--- config.mk ---
export PLATFORM = sky130hd
export DESIGN_NAME = mc_datapath
export DESIGN_NICKNAME = d
export VERILOG_FILES = /design/src/rtl/mc_datapath.sv
export SDC_FILE = /design/constraint.sdc
export NUM_CORES = 2
export LEC_CHECK = 0
export ABC_AREA = 1
export CAP_MARGIN = 40
export CELL_PAD_IN_SITES_DETAIL_PLACEMENT = 0
export CELL_PAD_IN_SITES_GLOBAL_PLACEMENT = 1
export CORE_MARGIN = 8
export CORE_UTILIZATION = 45
export DETAILED_ROUTE_END_ITERATION = 7
export GPL_ROUTABILITY_DRIVEN = 0
export PLACE_DENSITY_LB_ADDON = 0.12
export SETUP_SLACK_MARGIN = 0.3
export SYNTH_ARGS = -nofsm -noshare
export SYNTH_HDL_FRONTEND = slang
export SYNTH_SLANG_ARGS = --single-unit
export TNS_END_PERCENT = 20
--- constraint.sdc ---
create_clock -name clk -period 7.3 [get_ports clk]
set_input_delay 1.46 -clock clk [delete_from_list [all_inputs] [get_ports clk]]
set_output_delay 1.46 -clock clk [all_outputs]
set_load 0.01 [all_outputs]
--- src/rtl/mc_datapath.sv ---
// Multi-cycle RV32I-subset datapath: FETCH/DECODE/EXEC/MEM/WB over one shared req/ack memory port.
// Optional MC_DATAPATH_RETIRE_CNT_EN adds a 32-bit retired-instruction counter output.
module mc_datapath #(
    parameter int             XLEN     = 32,
    parameter logic [XLEN-1:0] RESET_PC = '0,
    parameter int             NREGS    = 32
) (
    input  logic            clk,
    input  logic            reset,
    output logic            mem_req,
    output logic            mem_we,
    output logic [XLEN-1:0] mem_addr,
    output logic [XLEN-1:0] mem_wdata,
    input  logic            mem_ack,
    input  logic [XLEN-1:0] mem_rdata,
    output logic [XLEN-1:0] pc,
    output logic            retire,
    output logic            halted
`ifdef MC_DATAPATH_RETIRE_CNT_EN
    ,
    output logic [31:0]     retire_count
`endif
);
    localparam int SHW = $clog2(XLEN);
    localparam int RIW = $clog2(NREGS);

    localparam logic [6:0] OPC_OP  = 7'b0110011;
    localparam logic [6:0] OPC_OPI = 7'b0010011;
    localparam logic [6:0] OPC_LD  = 7'b0000011;
    localparam logic [6:0] OPC_ST  = 7'b0100011;
    localparam logic [6:0] OPC_BR  = 7'b1100011;

    typedef enum logic [2:0] {S_FETCH, S_DECODE, S_EXEC, S_MEM, S_WB, S_HALT} state_t;

    state_t          state_q;
    logic [31:0]     ir_q;
    logic [XLEN-1:0] pc_q, npc_q, a_q, b_q, imm_q, res_q;
    logic [XLEN-1:0] addr_q, wdata_q;
    logic            req_q, we_q, retire_q, halted_q;
    logic [XLEN-1:0] rf_q [NREGS];
`ifdef MC_DATAPATH_RETIRE_CNT_EN
    logic [31:0]     cnt_q;
`endif

    logic [6:0] opc, f7;
    logic [2:0] f3;
    logic [4:0] rs1, rs2, rd;
    logic       is_op, is_opi, is_ld, is_st, is_br, legal_d, taken_d, wr_rd;
    logic [XLEN-1:0] imm_d, op2, alu_core, alu_d, npc_d;
    logic [SHW-1:0]  shamt;

    assign opc    = ir_q[6:0];
    assign rd     = ir_q[11:7];
    assign f3     = ir_q[14:12];
    assign rs1    = ir_q[19:15];
    assign rs2    = ir_q[24:20];
    assign f7     = ir_q[31:25];
    assign is_op  = (opc == OPC_OP);
    assign is_opi = (opc == OPC_OPI);
    assign is_ld  = (opc == OPC_LD);
    assign is_st  = (opc == OPC_ST);
    assign is_br  = (opc == OPC_BR);
    assign wr_rd  = (is_op || is_opi || is_ld) && (rd != 5'd0) && (int'(rd) < NREGS);

    function automatic logic [XLEN-1:0] rd_reg(input logic [4:0] idx);
        if (idx == 5'd0 || int'(idx) >= NREGS) return '0;
        return rf_q[idx[RIW-1:0]];
    endfunction

    always_comb begin
        legal_d = 1'b0;
        case (opc)
            OPC_OP:  legal_d = (f7 == 7'b0000000) ||
                               (f7 == 7'b0100000 && (f3 == 3'b000 || f3 == 3'b101));
            OPC_OPI: legal_d = (f3 == 3'b000) || (f3 == 3'b010) || (f3 == 3'b100) ||
                               (f3 == 3'b110) || (f3 == 3'b111);
            OPC_LD,
            OPC_ST:  legal_d = (f3 == 3'b010);
            OPC_BR:  legal_d = (f3 != 3'b010) && (f3 != 3'b011);
            default: legal_d = 1'b0;
        endcase
    end

    always_comb begin
        imm_d = {{(XLEN-12){ir_q[31]}}, ir_q[31:20]};
        if (is_st)
            imm_d = {{(XLEN-12){ir_q[31]}}, ir_q[31:25], ir_q[11:7]};
        else if (is_br)
            imm_d = {{(XLEN-13){ir_q[31]}}, ir_q[31], ir_q[7], ir_q[30:25], ir_q[11:8], 1'b0};
    end

    // Shifts only exist in the register form, so shamt always comes from rs2.
    assign op2   = is_op ? b_q : imm_q;
    assign shamt = b_q[SHW-1:0];

    always_comb begin
        alu_core = '0;
        case (f3)
            3'b000: alu_core = (is_op && f7[5]) ? a_q - op2 : a_q + op2;
            3'b001: alu_core = a_q << shamt;
            3'b010: alu_core = {{(XLEN-1){1'b0}}, $signed(a_q) < $signed(op2)};
            3'b011: alu_core = {{(XLEN-1){1'b0}}, a_q < op2};
            3'b100: alu_core = a_q ^ op2;
            3'b101: alu_core = f7[5] ? XLEN'($signed(a_q) >>> shamt) : a_q >> shamt;
            3'b110: alu_core = a_q | op2;
            default: alu_core = a_q & op2;
        endcase
        alu_d = (is_ld || is_st) ? a_q + imm_q : alu_core;
    end

    always_comb begin
        taken_d = 1'b0;
        case (f3)
            3'b000: taken_d = (a_q == b_q);
            3'b001: taken_d = (a_q != b_q);
            3'b100: taken_d = $signed(a_q) < $signed(b_q);
            3'b101: taken_d = $signed(a_q) >= $signed(b_q);
            3'b110: taken_d = a_q < b_q;
            3'b111: taken_d = a_q >= b_q;
            default: taken_d = 1'b0;
        endcase
        npc_d = (is_br && taken_d) ? pc_q + imm_q : pc_q + XLEN'(4);
    end

    always_ff @(posedge clk) begin
        if (reset) begin
            state_q  <= S_FETCH;
            pc_q     <= RESET_PC;
            npc_q    <= RESET_PC;
            ir_q     <= '0;
            a_q      <= '0;
            b_q      <= '0;
            imm_q    <= '0;
            res_q    <= '0;
            req_q    <= 1'b1;
            we_q     <= 1'b0;
            addr_q   <= RESET_PC;
            wdata_q  <= '0;
            retire_q <= 1'b0;
            halted_q <= 1'b0;
            for (int i = 0; i < NREGS; i++) rf_q[i] <= '0;
`ifdef MC_DATAPATH_RETIRE_CNT_EN
            cnt_q    <= '0;
`endif
        end else begin
            case (state_q)
                S_FETCH: if (mem_ack) begin
                    ir_q    <= mem_rdata[31:0];
                    req_q   <= 1'b0;
                    state_q <= S_DECODE;
                end
                S_DECODE: begin
                    a_q   <= rd_reg(rs1);
                    b_q   <= rd_reg(rs2);
                    imm_q <= imm_d;
                    if (legal_d) begin
                        state_q <= S_EXEC;
                    end else begin
                        halted_q <= 1'b1;
                        state_q  <= S_HALT;
                    end
                end
                S_EXEC: begin
                    res_q <= alu_d;
                    npc_q <= npc_d;
                    if (is_ld || is_st) begin
                        req_q   <= 1'b1;
                        we_q    <= is_st;
                        addr_q  <= alu_d;
                        wdata_q <= b_q;
                        state_q <= S_MEM;
                    end else begin
                        retire_q <= 1'b1;
                        state_q  <= S_WB;
                    end
                end
                S_MEM: if (mem_ack) begin
                    if (!we_q) res_q <= mem_rdata;
                    req_q    <= 1'b0;
                    we_q     <= 1'b0;
                    retire_q <= 1'b1;
                    state_q  <= S_WB;
                end
                S_WB: begin
                    if (wr_rd) rf_q[rd[RIW-1:0]] <= res_q;
                    pc_q     <= npc_q;
                    retire_q <= 1'b0;
                    req_q    <= 1'b1;
                    we_q     <= 1'b0;
                    addr_q   <= npc_q;
                    state_q  <= S_FETCH;
`ifdef MC_DATAPATH_RETIRE_CNT_EN
                    cnt_q    <= cnt_q + 32'd1;
`endif
                end
                default: ;
            endcase
        end
    end

    // Reset abandons any in-flight request immediately, not one cycle later.
    assign mem_req   = req_q & ~reset;
    assign mem_we    = we_q;
    assign mem_addr  = addr_q;
    assign mem_wdata = wdata_q;
    assign pc        = pc_q;
    assign retire    = retire_q & ~reset;
    assign halted    = halted_q & ~reset;
`ifdef MC_DATAPATH_RETIRE_CNT_EN
    assign retire_count = cnt_q;
`endif
endmodule

Yosys cells after proc, flatten, opt, wreduce, memory -nomap -nowiden
Memories as Yosys holds them, arrays and structs flattened. A register that Yosys moved wholly into a read port is not among the register bits.
Cells that the tools add are included.

word-level totals
  bits of input ports = 35
  memories = 1
  bits in writable memories = 1,024
  register bits = 276

memories
  memory  depth  width  rd ports  clocked after Yosys merged registers in  write ports  line  text
  rf_q    32     32     2         2                                        32           40    logic [XLEN-1:0] rf_q [NREGS];

operators by class
  reductions and logical operators = 37
  muxes and demuxes = 51
  shifts and indexed selects = 3
  $add $sub $neg = 5
  bitwise logic cells = 8
  $lt $le $gt $ge = 6
  equality and inequality tests = 27

operators by type and width
  kind                                                             number
  32-bit two-way mux                                               13
  32-bit case mux with 7 select lines                              1
  32-bit less-than comparator                                      4
  32-bit case mux with 2 select lines                              2
  32-bit adder                                                     3
  32-bit >= comparator                                             2
  32-bit by 3-bit adder with 32-bit output, second input constant  1
  32-bit AND                                                       1
  32-bit == test                                                   1
  32-bit inequality test                                           1
  32-bit OR                                                        1
  32-bit OR reduction                                              1
  32-bit by 5-bit << shifter with 32-bit output                    1
  32-bit by 5-bit >> shifter with 32-bit output                    1
  32-bit by 5-bit >>> shifter with 32-bit output                   1
  32-bit subtractor                                                1
  32-bit XOR                                                       1
  5-bit two-way mux                                                5
  12-bit two-way mux                                               2
  7-bit by 6-bit == test with 1-bit output, second input constant  3
  1-bit two-way mux                                                18
  3-bit == test, second input constant                             5
  3-bit case mux with 5 select lines                               1
  3-bit AND reduction                                              5
  other kinds (24)                                                 62

Depth between registers and ports, before layout
  depth in word-level cells = 10
  depth in mapped cells = 29

Worst setup path before layout
OpenSTA, ideal clock, no wires.

  path kind = in2reg
  start point = in reset
  end point = mem rf_q[13][0], enable pin
  stages on the path = 9
  slack = 3,424 ps
  data arrival time = 3,399 ps
  data required time = 6,822 ps
  cells stage by stage = clkbuf_1 clkinv_1 nand3_1 a31oi_1 nand2_1 inv_1 nand3_1 clkbuf_1 nand2_1

RTL lines
  item         line  text
  from (decl)  9     input logic reset,
  to (decl)    40

Worst setup path in the final report
  start point = reg ir_q[1]
  end point = reg res_q[9]

between the ends
  cells in the longest elaborated chain, start to end = 7
  elaborated cells on any way between the ends = 15
  classes of those cells = add/sub (2); eq/ne (3); mux (5); bitwise (3); reduce/logical (2)

RTL lines
  item                                                      line  text
  from (decl)                                               36    logic [31:0] ir_q;
  from (signal assigned)                                    148   ir_q <= mem_rdata[31:0];
  7-bit by 6-bit == test with 1-bit output                  58    assign is_op = (opc == OPC_OP);
  32-bit two-way mux                                        93    assign op2 = is_op ? b_q : imm_q;
  32-bit adder / 32-bit subtractor (equally long branches)  99    3'b000: alu_core = (is_op && f7[5]) ? a_q - op2 : a_q + op2;
  32-bit two-way mux                                        99
  32-bit case mux with 7 select lines                       98    case (f3)
  32-bit two-way mux (*)                                    108   alu_d = (is_ld || is_st) ? a_q + imm_q : alu_core;
  32-bit case mux with 2 select lines (*)                   146   case (state_q)
  to (signal assigned)                                      164   res_q <= alu_d;
  to (signal assigned)                                      178   if (!we_q) res_q <= mem_rdata;
  to (decl)                                                 37    logic [XLEN-1:0] pc_q, npc_q, a_q, b_q, imm_q, res_q;

Every way passes the cells marked *; elsewhere a longest branch is shown, timed or not.
A chain may end at the register's enable or synchronous reset.

==> flow_results.org <==
** Status
- Result of the run :: complete, no violations

** Worst setup path
- For flop-to-flop paths, the worst setup slack is 2.17 ns.
- Launch instance of the worst register-to-register path :: ir_q[1]
- STA puts the critical path data required time at 7.97 ns.
- STA classifies the critical path endpoint as a flip-flop.
- Of all nets on the critical path, the largest fanout is 45.
- The setup path with the least slack is of type flip-flop to flip-flop.
- The worst setup path is launched from a flip-flop.
- Launching element of the worst setup path :: ir_q[1]
- Data arrives at the worst endpoint at 5.80 ns.

** Drt
- Once detail routing completed, the nets flagged for antenna violations numbered 0.
- Post-detailed-route via-to-cell ratio :: 6.35
- DRT iter0 DRCs :: 11100
- Wirelength per Cell :: 29.6 µm
- Via total after detailed routing :: 77300
- For this run, design rule violations remaining after detail routing come to 0.
- 1st-pass router iterations :: 7
- The routed design has 360 mm of wire.

** STA
- Of the available clock period, the critical path in the final layout requires 70.3%.
- Static timing analysis puts the maximum clock frequency at 195 MHz.
- Headroom to the max-slew limit came out at 32.5%.
- Pin slew with the least headroom to its limit :: 1.01 ns
- After routing, the total negative slack on setup checks comes to 0 ns.
- The number of pins exceeding their max-slew limit in the final report came to 0.
- Setup violations remaining at the end of the flow were counted as 0.
- Max Clock Skew :: 0.0429 ns
- Setup repair after global routing left no endpoint under its margin.
- Hold Violations, Final :: 0
- Counting I/O delays and the setup requirement, the final critical path takes 5.13 ns.

** Pwr
- For this design the ratio of total power to cell area is 280 nW/µm².
- The analysis attributes to cell leakage a power of 32.2 nW.
- Peak supply drop :: 0.000228 V

** Die
- Die height :: 437 µm
- In this run the count of I/O pins placed on the die edge is 135.
- The initial utilization of the core area, before any placement, comes to 45.3%.
- Measured along the x axis, the die boundary spans 437 µm.
- The total area inside the core boundary comes to 176000 µm².
- The die covers 191000 µm².
- The initialized floorplan defines 154 standard-cell rows.

** Place
- HPWL after detailed placement :: 245 mm
- In this run, placement finished with an instance count of 11900.
- Input and output buffers added on the ports amount to 134.

** CTS
- The tree is rooted in a sky130_fd_sc_hd__clkbuf_16.
- H-tree depth reported by CTS :: 4
- Clock-pin slew on the worst setup and hold paths :: 0.07 ns
- Count of instances resized after the clock tree is built :: 0
- TritonCTS built the clock tree.
- TritonCTS buffer count :: 150
- Buffers inserted to repair hold after CTS numbered 0.
- Postcts setup bufs :: 0
- CTS saw 1310 sinks.
- Buffer depth of the longest clock path :: 3
- Skew-Pair Late Insertion Delay :: 0.83 ns

** Finish
- The post-route netlist has 5.99% of its cells at a drive strength greater than 1.
- The filler cells instantiated in the layout total 16800.
- The final layout contains 9937 nets.
- Compared with the post-synthesis result, the final layout area differs by 11.3%.
- Excluding fillers, the count of instances in the completed layout stands at 12200.

** Yosys
- By count the netlist is led by 2146 x sky130_fd_sc_hd__nand2_1, 1675 x sky130_fd_sc_hd__nor2_1, 1024 x sky130_fd_sc_hd__edfxtp_1, 704 x sky130_fd_sc_hd__a21oi_1, 701 x sky130_fd_sc_hd__clkbuf_1.
- Share of the synthesized area in the top cell type :: 38.6%
- Each instance of the synthesized netlist takes up on average 7.98 µm².
- Yosys cell types :: 52
- After synthesis, the share of flip-flops with an asynchronous set or reset is 0%.
- In the synthesized netlist, the number of instances is 9977.
- For this run, the number of Yosys warnings is 0.
- The most used flip-flop cell after synthesis is sky130_fd_sc_hd__edfxtp_1.
- The mapped netlist covers 79600 µm².
- Yosys mapped a number of flops with a built-in enable equal to 1024.
- After synthesis the netlist holds a flip-flop and latch count of 1310.
- Cell with the most instances after synthesis :: sky130_fd_sc_hd__nand2_1
- Main area contributors after synthesis :: sky130_fd_sc_hd__edfxtp_1 39%, sky130_fd_sc_hd__nand2_1 10%, sky130_fd_sc_hd__nor2_1 7.9%
- The largest total area in the synthesized netlist belongs to sky130_fd_sc_hd__edfxtp_1.
- For this run, the register share of the synthesized area comes to 45.8%.

** Min path
- The tightest min-delay check is of the flip-flop to flip-flop type.
- Hold wc startpoint :: ir_q[3]

** Global route
- Antenna violations before repair :: 10
- The via count of the first global-routing pass came to 71200.
- Pin count of the biggest net entering global routing :: 157
- Global-route wire length before repair :: 510 mm
- After global routing the overflow that remains totals 0.
- Overall track demand over capacity in global routing :: 35.9%

** Run
- Max capacitance violation total :: 0
[state kept, by name, summed over array words and instances (netlist names), 32 cells and up, named ones only]
register,count
npc_q,32
a_q,32
rf_q,1024
ir_q,32
mem_wdata,32
mem_addr,32
b_q,32
res_q,32
pc,32
[metal layers]
| layer | GRT usage (%) | vias up | wire length [µm] |
|---|---|---|---|
| met5 | 0 | - | 42 |
| met4 | 24.9 | 6 | 30800 |
| met3 | 8.70 | 1041 | 39400 |
| met2 | 54.0 | 4853 | 155000 |
| met1 | 45.4 | 37300 | 135000 |
| li1 | - | 34100 | - |
[worst paths after layout]
check,to,cells past startpoint
setup / recovery,res_q[9],20
hold / removal,ir_q[3],2
setup reg to reg,res_q[9],20
hold reg to reg,ir_q[3],2
[cell type report]
type                       count  area [µm²]  area share [%]
multi-input combinational   7334       38300            43.2
tap                         2340        2930            3.30
antenna                        7        17.5          0.0198
timing repair buffer         353        3940            4.44
clock inverter                88         890            1.00
sequential                  1310       36500            41.2
inverter                     557        2110            2.38
clock buffer                 183        3950            4.46
[power breakdown]
group | total, mW | internal (mW) | switching (mW)
Clock | 7.57 | 4.21 | 3.36
Sequential | 8.84 | 8.35 | 0.481
Combinational | 8.40 | 2.16 | 6.23
[placed cells by master (no fill, tap or decap), drive strengths merged, types with 21 or more instances in the layout]
cell / instances
a21oi: 704
a31oi: 32
a32oi: 256
buf: 220
clkbuf: 183
clkdlybuf4s50: 133
clkinv: 77
conb: 32
dfxtp: 286
edfxtp: 1024
ha: 192
inv: 550
mux2i: 259
nand2: 2147
nand3: 593
nand4: 46
nor2: 1679
nor3: 48
o211ai: 288
o21ai: 587
o221ai: 265
or2: 21
xnor2: 27
xor2: 44
[cells by family (layout without fill, tap and decap cells)]
family | count (synthesis) | in the layout | share of synthesized area [%]
AOI/OAI and AO/OA | 2214 | 2214 | 17.6
xor gates and xnor gates | 71 | 71 | 0.781
adders and majority gates | 196 | 196 | 3.12
buffers and inverters | 1364 | 1181 | 6.54
DFF | 1310 | 1310 | 45.8
muxes | 259 | 259 | 3.26
other | 1 | 39 | 0.00471
and+or+nand+nor | 4562 | 4562 | 22.9
[through the flow]
| step | setup slack [ns] | cell area (µm²) | util, % | total power, mW | hold slack, ns |
|---|---|---|---|---|---|
| finish | 2.17 | 88600 | 50.4 | 24.8 | 0.452 |
| global route | 2.00 | 88600 | 50.4 | 25.6 | 0.459 |
| CTS | 2.29 | 88600 | 50.4 | 24.5 | 0.454 |
| detailed placement | 2.29 | 83800 | 47.6 | 17.0 | 0.444 |
| global placement | 2.36 | 82500 | 46.9 | 16.9 | 0.439 |
| floorplan | 3.42 | 79700 | - | 13.6 | 0.424 |
[worst max-delay path, cell delays in order (launching register included)]
cell and delay (ns):
sky130_fd_sc_hd__dfxtp_1 0.33, sky130_fd_sc_hd__nand2_1 0.06, sky130_fd_sc_hd__nor3_1 0.34, sky130_fd_sc_hd__nand2_1 0.11, sky130_fd_sc_hd__buf_4 0.30, sky130_fd_sc_hd__o21ai_0 0.41, sky130_fd_sc_hd__inv_1 0.13, sky130_fd_sc_hd__ha_1 0.44
sky130_fd_sc_hd__nor2_1 0.57, sky130_fd_sc_hd__nand3_1 0.14, sky130_fd_sc_hd__nand3_1 0.39, sky130_fd_sc_hd__nand2_1 0.09, sky130_fd_sc_hd__nand2_1 0.22, sky130_fd_sc_hd__or2_2 0.16, sky130_fd_sc_hd__nand3_1 0.06, sky130_fd_sc_hd__nand3_1 0.11
sky130_fd_sc_hd__nand3b_1 0.14, sky130_fd_sc_hd__nand2_1 0.19, sky130_fd_sc_hd__nand2_1 0.08, sky130_fd_sc_hd__o21ai_0 0.58, sky130_fd_sc_hd__a21oi_1 0.13
(Power assumes the default switching activity.)
